===== src/rtl/axi_rr_arbiter_pkg.sv =====
// Shared constants for the NPC AXI arbiter: response codes, FSM encodings and master ids.
package axi_rr_arbiter_pkg;

  localparam logic [1:0] RESP_OKAY   = 2'b00;
  localparam logic [1:0] RESP_SLVERR = 2'b10;

  localparam logic [1:0] R_IDLE = 2'd0;
  localparam logic [1:0] R_ADDR = 2'd1;
  localparam logic [1:0] R_DATA = 2'd2;

  localparam logic [1:0] W_IDLE      = 2'd0;
  localparam logic [1:0] W_ADDR_DATA = 2'd1;
  localparam logic [1:0] W_RESP      = 2'd2;

  localparam logic MST_IFU = 1'b0;
  localparam logic MST_LSU = 1'b1;

endpackage


===== src/rtl/axi_rr_arbiter_if.sv =====
// One full AXI4 port (AR, R, AW, W, B). The IFU only uses the read half through rd_slave.
interface axi_rr_arbiter_if #(
  parameter int ADDR_W = 32,
  parameter int DATA_W = 32
);

  logic              arvalid;
  logic              arready;
  logic [ADDR_W-1:0] araddr;
  logic [7:0]        arlen;
  logic [2:0]        arsize;

  logic              rvalid;
  logic              rready;
  logic [DATA_W-1:0] rdata;
  logic [1:0]        rresp;
  logic              rlast;

  logic              awvalid;
  logic              awready;
  logic [ADDR_W-1:0] awaddr;
  logic [7:0]        awlen;
  logic [2:0]        awsize;

  logic                wvalid;
  logic                wready;
  logic [DATA_W-1:0]   wdata;
  logic [DATA_W/8-1:0] wstrb;
  logic                wlast;

  logic       bvalid;
  logic       bready;
  logic [1:0] bresp;

  modport master (
    output arvalid, araddr, arlen, arsize, rready,
           awvalid, awaddr, awlen, awsize, wvalid, wdata, wstrb, wlast, bready,
    input  arready, rvalid, rdata, rresp, rlast, awready, wready, bvalid, bresp
  );

  modport slave (
    input  arvalid, araddr, arlen, arsize, rready,
           awvalid, awaddr, awlen, awsize, wvalid, wdata, wstrb, wlast, bready,
    output arready, rvalid, rdata, rresp, rlast, awready, wready, bvalid, bresp
  );

  modport rd_slave (
    input  arvalid, araddr, arlen, arsize, rready,
    output arready, rvalid, rdata, rresp, rlast
  );

endinterface


===== src/rtl/axi_rr_arbiter_grant.sv =====
// Two-requester round-robin picker. The winner is combinational; last_grant only moves
// when the caller reports a finished transaction, so a burst owner keeps priority until done.
module axi_rr_grant
  import axi_rr_arbiter_pkg::*;
(
  input  logic       clk,
  input  logic       reset,
  input  logic       en,
  input  logic [1:0] req,
  input  logic       done,
  input  logic       done_id,
  output logic       gnt,
  output logic       gnt_id
);

  logic last_grant_q;
  logic last_grant_d;

  // Pick a winner: a lone requester wins, on a tie the one that was not served last wins.
  always_comb begin
    gnt    = en && (req != 2'b00);
    gnt_id = MST_IFU;
    if (req == 2'b11) begin
      gnt_id = ~last_grant_q;
    end else if (req[1]) begin
      gnt_id = MST_LSU;
    end
    last_grant_d = done ? done_id : last_grant_q;
  end

  // Remember who finished last; reset (active-low) favours the LSU on the first tie.
  always_ff @(posedge clk or negedge reset) begin
    if (!reset) begin
      last_grant_q <= MST_IFU;
    end else begin
      last_grant_q <= last_grant_d;
    end
  end

endmodule


===== src/rtl/axi_rr_arbiter.sv =====
// IFU + LSU to SRAM AXI4 arbiter: round-robin read bursts with beat checking,
// LSU-only write path, optional read/write mutual exclusion. reset is active-low.
module axi_rr_arbiter
  import axi_rr_arbiter_pkg::*;
#(
  parameter int ADDR_W       = 32,
  parameter int DATA_W       = 32,
  parameter bit RW_EXCLUSIVE = 1'b1
) (
  input  logic                       clk,
  input  logic                       reset,
  axi_rr_arbiter_if.rd_slave         ifu_axi,
  axi_rr_arbiter_if.slave            mem_axi,
  axi_rr_arbiter_if.master           sram_axi,
  output logic                       burst_err
);

  logic [1:0] r_state_q,   r_state_d;
  logic       r_owner_q,   r_owner_d;
  logic [7:0] r_len_q,     r_len_d;
  logic [7:0] beat_cnt_q,  beat_cnt_d;
  logic       burst_err_q, burst_err_d;
  logic [1:0] w_state_q,   w_state_d;
  logic       aw_done_q,   aw_done_d;
  logic       w_done_q,    w_done_d;

  logic w_req, w_start, rd_en, gnt, gnt_id;
  logic ar_valid_sel, r_ready_sel;
  logic ar_hs, r_hs, r_done, aw_hs, w_hs, b_hs;

  logic [ADDR_W-1:0]   ar_addr_fwd;
  logic [DATA_W-1:0]   w_data_fwd;
  logic [DATA_W/8-1:0] w_strb_fwd;

  // Handshake decode and the read/write interlock; a pending write beats a pending read.
  always_comb begin
    w_req        = mem_axi.awvalid || mem_axi.wvalid;
    w_start      = (w_state_q == W_IDLE) && w_req && (!RW_EXCLUSIVE || (r_state_q == R_IDLE));
    rd_en        = (r_state_q == R_IDLE) && !(RW_EXCLUSIVE && ((w_state_q != W_IDLE) || w_req));
    ar_valid_sel = (r_owner_q == MST_LSU) ? mem_axi.arvalid : ifu_axi.arvalid;
    r_ready_sel  = (r_owner_q == MST_LSU) ? mem_axi.rready  : ifu_axi.rready;
    ar_hs        = (r_state_q == R_ADDR) && ar_valid_sel && sram_axi.arready;
    r_hs         = (r_state_q == R_DATA) && sram_axi.rvalid && r_ready_sel;
    r_done       = r_hs && sram_axi.rlast;
    aw_hs        = (w_state_q == W_ADDR_DATA) && !aw_done_q && mem_axi.awvalid && sram_axi.awready;
    w_hs         = (w_state_q == W_ADDR_DATA) && !w_done_q && mem_axi.wvalid && sram_axi.wready
                   && mem_axi.wlast;
    b_hs         = (w_state_q == W_RESP) && sram_axi.bvalid && mem_axi.bready;
  end

  axi_rr_grant u_grant (
    .clk     (clk),
    .reset   (reset),
    .en      (rd_en),
    .req     ({mem_axi.arvalid, ifu_axi.arvalid}),
    .done    (r_done),
    .done_id (r_owner_q),
    .gnt     (gnt),
    .gnt_id  (gnt_id)
  );

  // Read FSM: register the grant, hold it through the burst, check beat count against arlen.
  always_comb begin
    r_state_d   = r_state_q;
    r_owner_d   = r_owner_q;
    r_len_d     = r_len_q;
    beat_cnt_d  = beat_cnt_q;
    burst_err_d = burst_err_q;
    case (r_state_q)
      R_IDLE: begin
        if (gnt) begin
          r_state_d = R_ADDR;
          r_owner_d = gnt_id;
          r_len_d   = (gnt_id == MST_LSU) ? mem_axi.arlen : ifu_axi.arlen;
        end
      end
      R_ADDR: begin
        if (ar_hs) begin
          r_state_d  = R_DATA;
          beat_cnt_d = 8'd0;
        end
      end
      R_DATA: begin
        if (r_hs) begin
          beat_cnt_d = beat_cnt_q + 8'd1;
          if (sram_axi.rlast != (beat_cnt_q == r_len_q)) begin
            burst_err_d = 1'b1;
          end
          if (sram_axi.rlast) begin
            r_state_d = R_IDLE;
          end
        end
      end
      default: r_state_d = R_IDLE;
    endcase
  end

  // Write FSM: collect AW and last-W handshakes in any order, then wait for B.
  always_comb begin
    w_state_d = w_state_q;
    aw_done_d = aw_done_q;
    w_done_d  = w_done_q;
    case (w_state_q)
      W_IDLE: begin
        if (w_start) begin
          w_state_d = W_ADDR_DATA;
        end
      end
      W_ADDR_DATA: begin
        aw_done_d = aw_done_q || aw_hs;
        w_done_d  = w_done_q || w_hs;
        if (aw_done_d && w_done_d) begin
          w_state_d = W_RESP;
        end
      end
      W_RESP: begin
        if (b_hs) begin
          w_state_d = W_IDLE;
          aw_done_d = 1'b0;
          w_done_d  = 1'b0;
        end
      end
      default: begin
        w_state_d = W_IDLE;
        aw_done_d = 1'b0;
        w_done_d  = 1'b0;
      end
    endcase
  end

  // State registers for both channels and the sticky burst error.
  always_ff @(posedge clk or negedge reset) begin
    if (!reset) begin
      r_state_q   <= R_IDLE;
      r_owner_q   <= MST_IFU;
      r_len_q     <= 8'd0;
      beat_cnt_q  <= 8'd0;
      burst_err_q <= 1'b0;
      w_state_q   <= W_IDLE;
      aw_done_q   <= 1'b0;
      w_done_q    <= 1'b0;
    end else begin
      r_state_q   <= r_state_d;
      r_owner_q   <= r_owner_d;
      r_len_q     <= r_len_d;
      beat_cnt_q  <= beat_cnt_d;
      burst_err_q <= burst_err_d;
      w_state_q   <= w_state_d;
      aw_done_q   <= aw_done_d;
      w_done_q    <= w_done_d;
    end
  end

  assign burst_err = burst_err_q;

  // Read-side steering: AR from the owner in R_ADDR, R back to the owner in R_DATA, else quiet.
  always_comb begin
    ar_addr_fwd      = '0;
    sram_axi.arvalid = 1'b0;
    sram_axi.arlen   = 8'd0;
    sram_axi.arsize  = 3'd0;
    sram_axi.rready  = 1'b0;
    ifu_axi.arready  = 1'b0;
    ifu_axi.rvalid   = 1'b0;
    ifu_axi.rresp    = RESP_OKAY;
    ifu_axi.rlast    = 1'b0;
    ifu_axi.rdata    = sram_axi.rdata;
    mem_axi.arready  = 1'b0;
    mem_axi.rvalid   = 1'b0;
    mem_axi.rresp    = RESP_OKAY;
    mem_axi.rlast    = 1'b0;
    mem_axi.rdata    = sram_axi.rdata;
    case (r_state_q)
      R_ADDR: begin
        if (r_owner_q == MST_LSU) begin
          sram_axi.arvalid = mem_axi.arvalid;
          ar_addr_fwd      = mem_axi.araddr;
          sram_axi.arlen   = mem_axi.arlen;
          sram_axi.arsize  = mem_axi.arsize;
          mem_axi.arready  = sram_axi.arready;
        end else begin
          sram_axi.arvalid = ifu_axi.arvalid;
          ar_addr_fwd      = ifu_axi.araddr;
          sram_axi.arlen   = ifu_axi.arlen;
          sram_axi.arsize  = ifu_axi.arsize;
          ifu_axi.arready  = sram_axi.arready;
        end
      end
      R_DATA: begin
        sram_axi.rready = r_ready_sel;
        if (r_owner_q == MST_LSU) begin
          mem_axi.rvalid = sram_axi.rvalid;
          mem_axi.rresp  = sram_axi.rresp;
          mem_axi.rlast  = sram_axi.rlast;
        end else begin
          ifu_axi.rvalid = sram_axi.rvalid;
          ifu_axi.rresp  = sram_axi.rresp;
          ifu_axi.rlast  = sram_axi.rlast;
        end
      end
      default: begin
      end
    endcase
    sram_axi.araddr = ar_addr_fwd;
  end

  // Write-side steering: AW/W only while collecting (each closed once done), B only in W_RESP.
  always_comb begin
    w_data_fwd       = '0;
    w_strb_fwd       = '0;
    sram_axi.awvalid = 1'b0;
    sram_axi.awaddr  = '0;
    sram_axi.awlen   = 8'd0;
    sram_axi.awsize  = 3'd0;
    sram_axi.wvalid  = 1'b0;
    sram_axi.wlast   = 1'b0;
    sram_axi.bready  = 1'b0;
    mem_axi.awready  = 1'b0;
    mem_axi.wready   = 1'b0;
    mem_axi.bvalid   = 1'b0;
    mem_axi.bresp    = RESP_OKAY;
    case (w_state_q)
      W_ADDR_DATA: begin
        sram_axi.awvalid = mem_axi.awvalid && !aw_done_q;
        sram_axi.awaddr  = mem_axi.awaddr;
        sram_axi.awlen   = mem_axi.awlen;
        sram_axi.awsize  = mem_axi.awsize;
        mem_axi.awready  = sram_axi.awready && !aw_done_q;
        sram_axi.wvalid  = mem_axi.wvalid && !w_done_q;
        w_data_fwd       = mem_axi.wdata;
        w_strb_fwd       = mem_axi.wstrb;
        sram_axi.wlast   = mem_axi.wlast;
        mem_axi.wready   = sram_axi.wready && !w_done_q;
      end
      W_RESP: begin
        mem_axi.bvalid  = sram_axi.bvalid;
        mem_axi.bresp   = sram_axi.bresp;
        sram_axi.bready = mem_axi.bready;
      end
      default: begin
      end
    endcase
    sram_axi.wdata = w_data_fwd;
    sram_axi.wstrb = w_strb_fwd;
  end

endmodule


===== src/flat_wrapper.sv =====
// flat-port wrapper written by rule: the top's interface ports become plain ports
module axi_rr_arbiter_flat import axi_rr_arbiter_pkg::*;
#(
  parameter int ADDR_W       = 32,
  parameter int DATA_W       = 32,
  parameter bit RW_EXCLUSIVE = 1'b1
)
  (clk, reset, burst_err, ifu_axi_arvalid, ifu_axi_araddr, ifu_axi_arlen, ifu_axi_arsize, ifu_axi_rready, ifu_axi_arready, ifu_axi_rvalid, ifu_axi_rdata, ifu_axi_rresp, ifu_axi_rlast, mem_axi_arvalid, mem_axi_araddr, mem_axi_arlen, mem_axi_arsize, mem_axi_rready, mem_axi_awvalid, mem_axi_awaddr, mem_axi_awlen, mem_axi_awsize, mem_axi_wvalid, mem_axi_wdata, mem_axi_wstrb, mem_axi_wlast, mem_axi_bready, mem_axi_arready, mem_axi_rvalid, mem_axi_rdata, mem_axi_rresp, mem_axi_rlast, mem_axi_awready, mem_axi_wready, mem_axi_bvalid, mem_axi_bresp, sram_axi_arvalid, sram_axi_araddr, sram_axi_arlen, sram_axi_arsize, sram_axi_rready, sram_axi_awvalid, sram_axi_awaddr, sram_axi_awlen, sram_axi_awsize, sram_axi_wvalid, sram_axi_wdata, sram_axi_wstrb, sram_axi_wlast, sram_axi_bready, sram_axi_arready, sram_axi_rvalid, sram_axi_rdata, sram_axi_rresp, sram_axi_rlast, sram_axi_awready, sram_axi_wready, sram_axi_bvalid, sram_axi_bresp);
  axi_rr_arbiter_if #(.ADDR_W(ADDR_W), .DATA_W(DATA_W)) ifu_axi_i ();
  axi_rr_arbiter_if #(.ADDR_W(ADDR_W), .DATA_W(DATA_W)) mem_axi_i ();
  axi_rr_arbiter_if #(.ADDR_W(ADDR_W), .DATA_W(DATA_W)) sram_axi_i ();
  input  logic clk;
  input  logic reset;
  output logic burst_err;
  input wire logic [$bits(ifu_axi_i.arvalid)-1:0] ifu_axi_arvalid;
  input wire logic [$bits(ifu_axi_i.araddr)-1:0] ifu_axi_araddr;
  input wire logic [$bits(ifu_axi_i.arlen)-1:0] ifu_axi_arlen;
  input wire logic [$bits(ifu_axi_i.arsize)-1:0] ifu_axi_arsize;
  input wire logic [$bits(ifu_axi_i.rready)-1:0] ifu_axi_rready;
  output wire logic [$bits(ifu_axi_i.arready)-1:0] ifu_axi_arready;
  output wire logic [$bits(ifu_axi_i.rvalid)-1:0] ifu_axi_rvalid;
  output wire logic [$bits(ifu_axi_i.rdata)-1:0] ifu_axi_rdata;
  output wire logic [$bits(ifu_axi_i.rresp)-1:0] ifu_axi_rresp;
  output wire logic [$bits(ifu_axi_i.rlast)-1:0] ifu_axi_rlast;
  input wire logic [$bits(mem_axi_i.arvalid)-1:0] mem_axi_arvalid;
  input wire logic [$bits(mem_axi_i.araddr)-1:0] mem_axi_araddr;
  input wire logic [$bits(mem_axi_i.arlen)-1:0] mem_axi_arlen;
  input wire logic [$bits(mem_axi_i.arsize)-1:0] mem_axi_arsize;
  input wire logic [$bits(mem_axi_i.rready)-1:0] mem_axi_rready;
  input wire logic [$bits(mem_axi_i.awvalid)-1:0] mem_axi_awvalid;
  input wire logic [$bits(mem_axi_i.awaddr)-1:0] mem_axi_awaddr;
  input wire logic [$bits(mem_axi_i.awlen)-1:0] mem_axi_awlen;
  input wire logic [$bits(mem_axi_i.awsize)-1:0] mem_axi_awsize;
  input wire logic [$bits(mem_axi_i.wvalid)-1:0] mem_axi_wvalid;
  input wire logic [$bits(mem_axi_i.wdata)-1:0] mem_axi_wdata;
  input wire logic [$bits(mem_axi_i.wstrb)-1:0] mem_axi_wstrb;
  input wire logic [$bits(mem_axi_i.wlast)-1:0] mem_axi_wlast;
  input wire logic [$bits(mem_axi_i.bready)-1:0] mem_axi_bready;
  output wire logic [$bits(mem_axi_i.arready)-1:0] mem_axi_arready;
  output wire logic [$bits(mem_axi_i.rvalid)-1:0] mem_axi_rvalid;
  output wire logic [$bits(mem_axi_i.rdata)-1:0] mem_axi_rdata;
  output wire logic [$bits(mem_axi_i.rresp)-1:0] mem_axi_rresp;
  output wire logic [$bits(mem_axi_i.rlast)-1:0] mem_axi_rlast;
  output wire logic [$bits(mem_axi_i.awready)-1:0] mem_axi_awready;
  output wire logic [$bits(mem_axi_i.wready)-1:0] mem_axi_wready;
  output wire logic [$bits(mem_axi_i.bvalid)-1:0] mem_axi_bvalid;
  output wire logic [$bits(mem_axi_i.bresp)-1:0] mem_axi_bresp;
  output wire logic [$bits(sram_axi_i.arvalid)-1:0] sram_axi_arvalid;
  output wire logic [$bits(sram_axi_i.araddr)-1:0] sram_axi_araddr;
  output wire logic [$bits(sram_axi_i.arlen)-1:0] sram_axi_arlen;
  output wire logic [$bits(sram_axi_i.arsize)-1:0] sram_axi_arsize;
  output wire logic [$bits(sram_axi_i.rready)-1:0] sram_axi_rready;
  output wire logic [$bits(sram_axi_i.awvalid)-1:0] sram_axi_awvalid;
  output wire logic [$bits(sram_axi_i.awaddr)-1:0] sram_axi_awaddr;
  output wire logic [$bits(sram_axi_i.awlen)-1:0] sram_axi_awlen;
  output wire logic [$bits(sram_axi_i.awsize)-1:0] sram_axi_awsize;
  output wire logic [$bits(sram_axi_i.wvalid)-1:0] sram_axi_wvalid;
  output wire logic [$bits(sram_axi_i.wdata)-1:0] sram_axi_wdata;
  output wire logic [$bits(sram_axi_i.wstrb)-1:0] sram_axi_wstrb;
  output wire logic [$bits(sram_axi_i.wlast)-1:0] sram_axi_wlast;
  output wire logic [$bits(sram_axi_i.bready)-1:0] sram_axi_bready;
  input wire logic [$bits(sram_axi_i.arready)-1:0] sram_axi_arready;
  input wire logic [$bits(sram_axi_i.rvalid)-1:0] sram_axi_rvalid;
  input wire logic [$bits(sram_axi_i.rdata)-1:0] sram_axi_rdata;
  input wire logic [$bits(sram_axi_i.rresp)-1:0] sram_axi_rresp;
  input wire logic [$bits(sram_axi_i.rlast)-1:0] sram_axi_rlast;
  input wire logic [$bits(sram_axi_i.awready)-1:0] sram_axi_awready;
  input wire logic [$bits(sram_axi_i.wready)-1:0] sram_axi_wready;
  input wire logic [$bits(sram_axi_i.bvalid)-1:0] sram_axi_bvalid;
  input wire logic [$bits(sram_axi_i.bresp)-1:0] sram_axi_bresp;
  assign ifu_axi_i.arvalid = ifu_axi_arvalid;
  assign ifu_axi_i.araddr = ifu_axi_araddr;
  assign ifu_axi_i.arlen = ifu_axi_arlen;
  assign ifu_axi_i.arsize = ifu_axi_arsize;
  assign ifu_axi_i.rready = ifu_axi_rready;
  assign ifu_axi_arready = ifu_axi_i.arready;
  assign ifu_axi_rvalid = ifu_axi_i.rvalid;
  assign ifu_axi_rdata = ifu_axi_i.rdata;
  assign ifu_axi_rresp = ifu_axi_i.rresp;
  assign ifu_axi_rlast = ifu_axi_i.rlast;
  assign mem_axi_i.arvalid = mem_axi_arvalid;
  assign mem_axi_i.araddr = mem_axi_araddr;
  assign mem_axi_i.arlen = mem_axi_arlen;
  assign mem_axi_i.arsize = mem_axi_arsize;
  assign mem_axi_i.rready = mem_axi_rready;
  assign mem_axi_i.awvalid = mem_axi_awvalid;
  assign mem_axi_i.awaddr = mem_axi_awaddr;
  assign mem_axi_i.awlen = mem_axi_awlen;
  assign mem_axi_i.awsize = mem_axi_awsize;
  assign mem_axi_i.wvalid = mem_axi_wvalid;
  assign mem_axi_i.wdata = mem_axi_wdata;
  assign mem_axi_i.wstrb = mem_axi_wstrb;
  assign mem_axi_i.wlast = mem_axi_wlast;
  assign mem_axi_i.bready = mem_axi_bready;
  assign mem_axi_arready = mem_axi_i.arready;
  assign mem_axi_rvalid = mem_axi_i.rvalid;
  assign mem_axi_rdata = mem_axi_i.rdata;
  assign mem_axi_rresp = mem_axi_i.rresp;
  assign mem_axi_rlast = mem_axi_i.rlast;
  assign mem_axi_awready = mem_axi_i.awready;
  assign mem_axi_wready = mem_axi_i.wready;
  assign mem_axi_bvalid = mem_axi_i.bvalid;
  assign mem_axi_bresp = mem_axi_i.bresp;
  assign sram_axi_arvalid = sram_axi_i.arvalid;
  assign sram_axi_araddr = sram_axi_i.araddr;
  assign sram_axi_arlen = sram_axi_i.arlen;
  assign sram_axi_arsize = sram_axi_i.arsize;
  assign sram_axi_rready = sram_axi_i.rready;
  assign sram_axi_awvalid = sram_axi_i.awvalid;
  assign sram_axi_awaddr = sram_axi_i.awaddr;
  assign sram_axi_awlen = sram_axi_i.awlen;
  assign sram_axi_awsize = sram_axi_i.awsize;
  assign sram_axi_wvalid = sram_axi_i.wvalid;
  assign sram_axi_wdata = sram_axi_i.wdata;
  assign sram_axi_wstrb = sram_axi_i.wstrb;
  assign sram_axi_wlast = sram_axi_i.wlast;
  assign sram_axi_bready = sram_axi_i.bready;
  assign sram_axi_i.arready = sram_axi_arready;
  assign sram_axi_i.rvalid = sram_axi_rvalid;
  assign sram_axi_i.rdata = sram_axi_rdata;
  assign sram_axi_i.rresp = sram_axi_rresp;
  assign sram_axi_i.rlast = sram_axi_rlast;
  assign sram_axi_i.awready = sram_axi_awready;
  assign sram_axi_i.wready = sram_axi_wready;
  assign sram_axi_i.bvalid = sram_axi_bvalid;
  assign sram_axi_i.bresp = sram_axi_bresp;
  axi_rr_arbiter #(.ADDR_W(ADDR_W), .DATA_W(DATA_W), .RW_EXCLUSIVE(RW_EXCLUSIVE)) u_core (.clk(clk), .reset(reset), .ifu_axi(ifu_axi_i), .mem_axi(mem_axi_i), .sram_axi(sram_axi_i), .burst_err(burst_err));
endmodule

===== config.mk =====
export PLATFORM = sky130hd
export DESIGN_NAME = axi_rr_arbiter_flat
export DESIGN_NICKNAME = d
export VERILOG_FILES = /design/src/rtl/axi_rr_arbiter_pkg.sv /design/src/rtl/axi_rr_arbiter_if.sv /design/src/rtl/axi_rr_arbiter_grant.sv /design/src/rtl/axi_rr_arbiter.sv /design/src/flat_wrapper.sv
export SDC_FILE = /design/constraint.sdc
export NUM_CORES = 1
export LEC_CHECK = 0
export CORE_AREA = 2 2 165 167
export DETAILED_ROUTE_END_ITERATION = 10
export DIE_AREA = 0 0 167 169
export PLACE_DENSITY_LB_ADDON = 0.12
export SLEW_MARGIN = 20
export SYNTH_ARGS = -nofsm -noshare
export SYNTH_HDL_FRONTEND = slang
export SYNTH_HIERARCHICAL = 1
export SYNTH_SLANG_ARGS = --single-unit

===== constraint.sdc =====
create_clock -name clk -period 2.1 [get_ports clk]
set_input_delay 0.63 -clock clk [delete_from_list [all_inputs] [get_ports clk]]
set_output_delay 0.63 -clock clk [all_outputs]
set_load 0.01 [all_outputs]

Word-level counts from Yosys, hierarchy flattened. Cells that the tools add are included.

Flip-flop bits (word level): 25. Logic and storage cells: 124.

Add/sub/neg operators: 1. Equality and inequality tests: 14. Muxes and demuxes: 57. Bitwise operators: 2. Reduce and logical (&&, ||, !) cells: 41.

Operator list (count): two-way mux 32 bit (4); two-way mux 8 bit (6); two-way mux 1 bit (26); two-way mux 2 bit (12); logical AND 1 bit (23); one-hot mux 8 bit (2 select lines) (1); one-hot mux 2 bit (3 select lines) (2); != test 2 x 1 -> 1 bit (second input constant) (5); two-way mux 3 bit (3); AND reduction 3 bit (3); adder 8 x 1 -> 8 bit (second input constant) (1); == test 8 bit (1); == test 2 bit (second input constant) (3); one-hot mux 1 bit (3 select lines) (2); nonzero test 2 bit (3); == test 2 x 1 -> 1 bit (second input constant) (2); logical NOT 2 bit (2); logical OR 1 bit (4); two-way mux 4 bit (1); != test 2 bit (second input constant) (2); AND reduction 2 bit (2); AND reduction 4 bit (1); logical NOT 1 bit (3); inverter 1 bit (2); != test 1 bit (1).

Depth between registers and ports, before layout.
Depth in word-level cells: 9. Gate-level depth with buffers: 8. Depth with buffers taken out: 6.

Hierarchy. The synthesis kept the hierarchy.

Modules (own cells, without submodules): axi_rr_arbiter (times used 1, cells an instance 407, area an instance 3088.0 sq um, sequential area each 600.6 sq um); axi_rr_grant (times used 1, cells an instance 4, area an instance 55.1 sq um, sequential area each 25.0 sq um).

Worst setup path after synthesis. OpenSTA, ideal clock, no wires.

Path kind: register to register. From: register u_core.r_state_q[0]. To: register u_core.r_owner_q. Arrival time: 2.021 ns. Path slack: -0.048 ns. Cell stages (with the launch flop): 7. Path buffers: 1. Cell sequence: dfrtp_1 > buf_2 > or4_1 > nor3_1 > o21a_1 > nor3b_2 > mux2_1.

Cells in the longest elaborated chain, start to end: 4.

Ends and longest elaborated chain: start: declaration (RTL line axi_rr_arbiter.sv:18) `logic [1:0] r_state_q, r_state_d;`; start signal: assignment (RTL line axi_rr_arbiter.sv:143) `r_state_q <= r_state_d;`; logical NOT 2 bit (RTL line axi_rr_arbiter.sv:39) `rd_en = (r_state_q == R_IDLE) && !(RW_EXCLUSIVE && ((w_state_q != W_IDLE) || w_req));`; logical AND 1 bit (RTL line axi_rr_arbiter.sv:39); net u_core.rd_en (RTL line axi_rr_arbiter.sv:27) `logic w_req, w_start, rd_en, gnt, gnt_id;`; logical AND 1 bit (RTL line axi_rr_arbiter_grant.sv:21) `gnt = en && (req != 2'b00);`; net u_core.gnt (RTL line axi_rr_arbiter.sv:27); AND reduction 2 bit (no source line); end signal: assignment (RTL line axi_rr_arbiter.sv:144) `r_owner_q <= r_owner_d;`; end: declaration (RTL line axi_rr_arbiter.sv:19) `logic r_owner_q, r_owner_d;`.

The timed path passes the listed nets, and every way through them passes these cells. A chain may end at the register's enable or synchronous reset.

Worst setup path after layout.
From: register u_core.w_state_q[1]. To: output port sram_axi_awlen[3].

Cells in the longest elaborated chain, start to end: 2.

Ends and longest elaborated chain: start: declaration (RTL line axi_rr_arbiter.sv:23) `logic [1:0] w_state_q, w_state_d;`; start signal: assignment (RTL line axi_rr_arbiter.sv:148) `w_state_q <= w_state_d;`; == test 2 x 1 -> 1 bit (RTL line axi_rr_arbiter.sv:222) `case (w_state_q)`; two-way mux 8 bit (RTL line axi_rr_arbiter.sv:222); end: declaration (RTL line flat_wrapper.sv:55) `output wire logic [$bits(sram_axi_i.awlen)-1:0] sram_axi_awlen;`.

No other way between the ends.

==> metrics <==
Hold WC Path Type reg -> reg; clk_lat worst skew 0.26 ns; type of origin of the critical path flop; routed wire length 20,150 um; final count of hold timing violations 0; CP Capture Type output port; Non-Filler Instances 1,094; initial drt markers between 100 and 150; Cells after DPL 1,048; row count 60; CP max-delay cell dfrtp_1; count of input and output buffers roughly 330; sequential power share between 10% and 20%; fillcell total around 2.8k; max-slew violation count 0; largest net degree at the start of global routing 26; vias roughly 4.2k; drt pass-1 iters 4; pwr/cell area 1055 mW/mm^2; Total Routing Usage GR 12.95%; Logic pwr share 83.7%; cell repeated most along the worst path buf_6; area added between synthesis and finish 142.2%; Core Area 0.02650 mm^2; Max Root-Sink Buffers 2; Finished Cell Area 0.007612 mm^2; worst-path cell chain nor2b_4 -> buf_6 -> buf_16 -> buf_4 -> and2_4 -> buf_6; Synth Register Bits 25; Worst Path Max Fanout 5; failing checks setup timing; Top FF cell, synth dfrtp_1; Max Clk Rate 463.1 MHz; DR vias/cell 3.852; Area contributors post-synth dfrtp_1 (20%), mux2i_1 (18%), and2_1 (17%); critical path class reg -> out; synthesized area 0.003143 mm^2; outcome finished with violations; Clock Skew 0.002532 ns; die footprint 0.02822 mm^2; vias in the first global route 4,534; # setup viols final 23; Max Cap Viol 0; gpl congestion ~0.83; die width 167 um; top cell type's share of synthesized area 19.90%; Routed WL per cell 18.42 um; CTS tree built; Slew HR 74.49%; Util after Layout 28.73%; Final ANT Viol Nets 0; fin crit share 102.8%; Clk network pwr share 5.4%; Cell Area, Placed 0.006768 mm^2; Post-synth EDFFs 0; cell leakage power between 3 and 4 nW; top cell type by total area after synthesis dfrtp_1; share of cells above drive strength 1 49.73%; Syn Nets around 630; Internal Power 0.004745 W; Sw Ratio 40.93%; Residual DRC 0; total gr overflow 0; Post-synth ARST share 100.0%; TritonCTS Buffers 3; CP required 1.47 ns; initial core utilization 11.86%; IO Count 425; hpwl dp 15,420 um; Post-Synthesis Cells 411; fin nets about 1,000; antenna violations before repair 3; Reg clk slew, reported paths 0.07 ns; root buf cell clkbuf_16; arrival time at the worst endpoint 1.53 ns; Ys Warns 6; Die Span Y around 170 um; Least-Margin Pin Slew 0.3792 ns; Max stage delay on crit path between 0.4 and 0.5 ns; Final min period 2.159 ns; Avg Inst Size Synth 7.647 um^2; Net Switching 0.003288 W; first-pass GRT wire length 28,050 um; final worst hold slack ~0.49 ns; Distinct cells, synth 38; PnR worst setup slack -0.05935 ns; sequential fraction of the synthesis area 19.90%; H-Tree Depth 1; RSZ-0062 raised after global routing yes; clock tree sinks 25; IR drop worst, VDD 607.5 uV; setup_tns -0.5562 ns
## state kept, by name (all words and copies together) (netlist names)
| name | flops |
|---|---|
| u_core/aw_done_q | 1 |
| u_core/w_done_q | 1 |
| u_core/burst_err | 1 |
| u_core/u_grant/last_grant_q | 1 |
| u_core/r_owner_q | 1 |
| u_core/r_state_q | 2 |
| u_core/r_len_q | 8 |
| u_core/w_state_q | 2 |
| u_core/beat_cnt_q | 8 |
## layout make-up
type	count	area, um^2	area share [%]
Timing Repair Buffer	426	4048	53.17
Inverter	2	7.507	0.09862
Tap cell	341	426.7	5.605
Sequential cell	25	629.4	8.268
Clock inverter	1	7.507	0.09862
Multi-Input combinational cell	295	2416	31.74
Antenna cell	1	2.502	0.03287
Clock buffer	3	75.07	0.9862
## power by group through the flow
stage	clock, W	combinational, W	sequential, W
after floorplan	0	0.00229	0.000774
after global placement	0	0.00495	0.000892
after detailed placement	0	0.00494	0.000886
after CTS	0.000450	0.00592	0.000875
after global routing	0.000466	0.00718	0.000910
final	0.000430	0.00672	0.000882
## timing repair
item / in CTS / in global routing
gates cloned: 10 / 9
pin swaps: 7 / 18
endpoints found under the setup margin: 151 / 122
hold buffers: 0 / 0
resized for setup: 610 / 195
setup buffers: 22 / 3
## cells in the mapped netlist (2+ instances only)
cell type  instances
and2_1            84
mux2_4             2
and3_1             2
nor3b_1            4
mux2i_1           55
xnor2_1            9
nor2b_1            5
buf_2              7
nand2_1           10
clkbuf_1          18
or4_1              4
inv_1              2
nand3b_1           2
nand2b_1           4
nand4_1            4
mux2_1             2
buf_4             65
dfrtp_1           25
nor3_1             6
nand3_1            4
a21oi_1           10
o21ai_1            5
a31oi_1            3
nor2_1            65
## logic make-up (layout without fill, tap and decap cells)
| group | Yosys count | in the layout | share of synthesized area [%] |
|---|---|---|---|
| AO/OA/AOI/OAI | 26 | 26 | 4.937 |
| XOR/XNOR | 9 | 9 | 2.508 |
| adder cells (fa/ha/maj) | 1 | 1 | 0.3980 |
| buffers and inverters | 92 | 432 | 19.03 |
| flip-flops | 25 | 25 | 19.90 |
| multiplexers | 59 | 59 | 19.19 |
| other | 0 | 1 | 0 |
| AND/OR/NAND/NOR | 199 | 200 | 34.04 |
## cell usage in the layout, fill, tap and decap left out, types with 10 or more instances in the layout
| cell | n |
|---|---|
| buf_4 | 65 |
| and2_1 | 41 |
| dlygate4sd2_1 | 15 |
| buf_6 | 54 |
| and2_4 | 43 |
| clkdlybuf4s15_2 | 10 |
| buf_12 | 10 |
| buf_2 | 85 |
| mux2i_1 | 43 |
| nor2_2 | 31 |
| clkdlybuf4s50_1 | 165 |
| nor2_1 | 25 |
| dfrtp_1 | 22 |
## final timing paths
kind,startpoint,cells after the start,to,slack [ns]
worst min-delay path,u_core/burst_err$_DFFE_PN0P_,1,u_core/burst_err$_DFFE_PN0P_,0.49
worst max-delay path,u_core/w_state_q[1]$_DFFE_PN0P_,6,sram_axi_awlen[3],-0.06
max in group asynchronous,reset,2,u_core/r_state_q[0]$_DFFE_PN0P_,1.07
worst max register to register,u_core/r_state_q[1]$_DFFE_PN0P_,8,u_core/r_owner_q$_DFFE_PN0P_,-0.04
worst min register to register,u_core/burst_err$_DFFE_PN0P_,1,u_core/burst_err$_DFFE_PN0P_,0.49
min in group asynchronous,reset,2,u_core/beat_cnt_q[7]$_DFFE_PN0P_,0.74
## per-layer routing
metal | vias to the layer above | global-route usage [%] | routed length [um]
met2 | 270 | 26.66 | 11520
met1 | 1935 | 11.37 | 5952
met3 | 26 | 4.349 | 1867
met4 | 2 | 4.985 | 795
met5 | - | 0 | 12
li1 | 1981 | - | -
## per-stage QoR
stage               power (W)  worst slack, ns
global route         0.008559          -0.1242
finish               0.008033         -0.05935
CTS                  0.007243          -0.1303
global placement     0.005839          -0.6532
floorplan            0.003066         0.003047
detailed placement   0.005830          -0.6524
## critical path: cells and delay by family, from the launching register on
kind	cells	cell delay [ns]
flops	1	0.41
buf+inv	4	0.54
simple gates	2	0.32
Note: power is estimated with default switching activity, not from simulation.
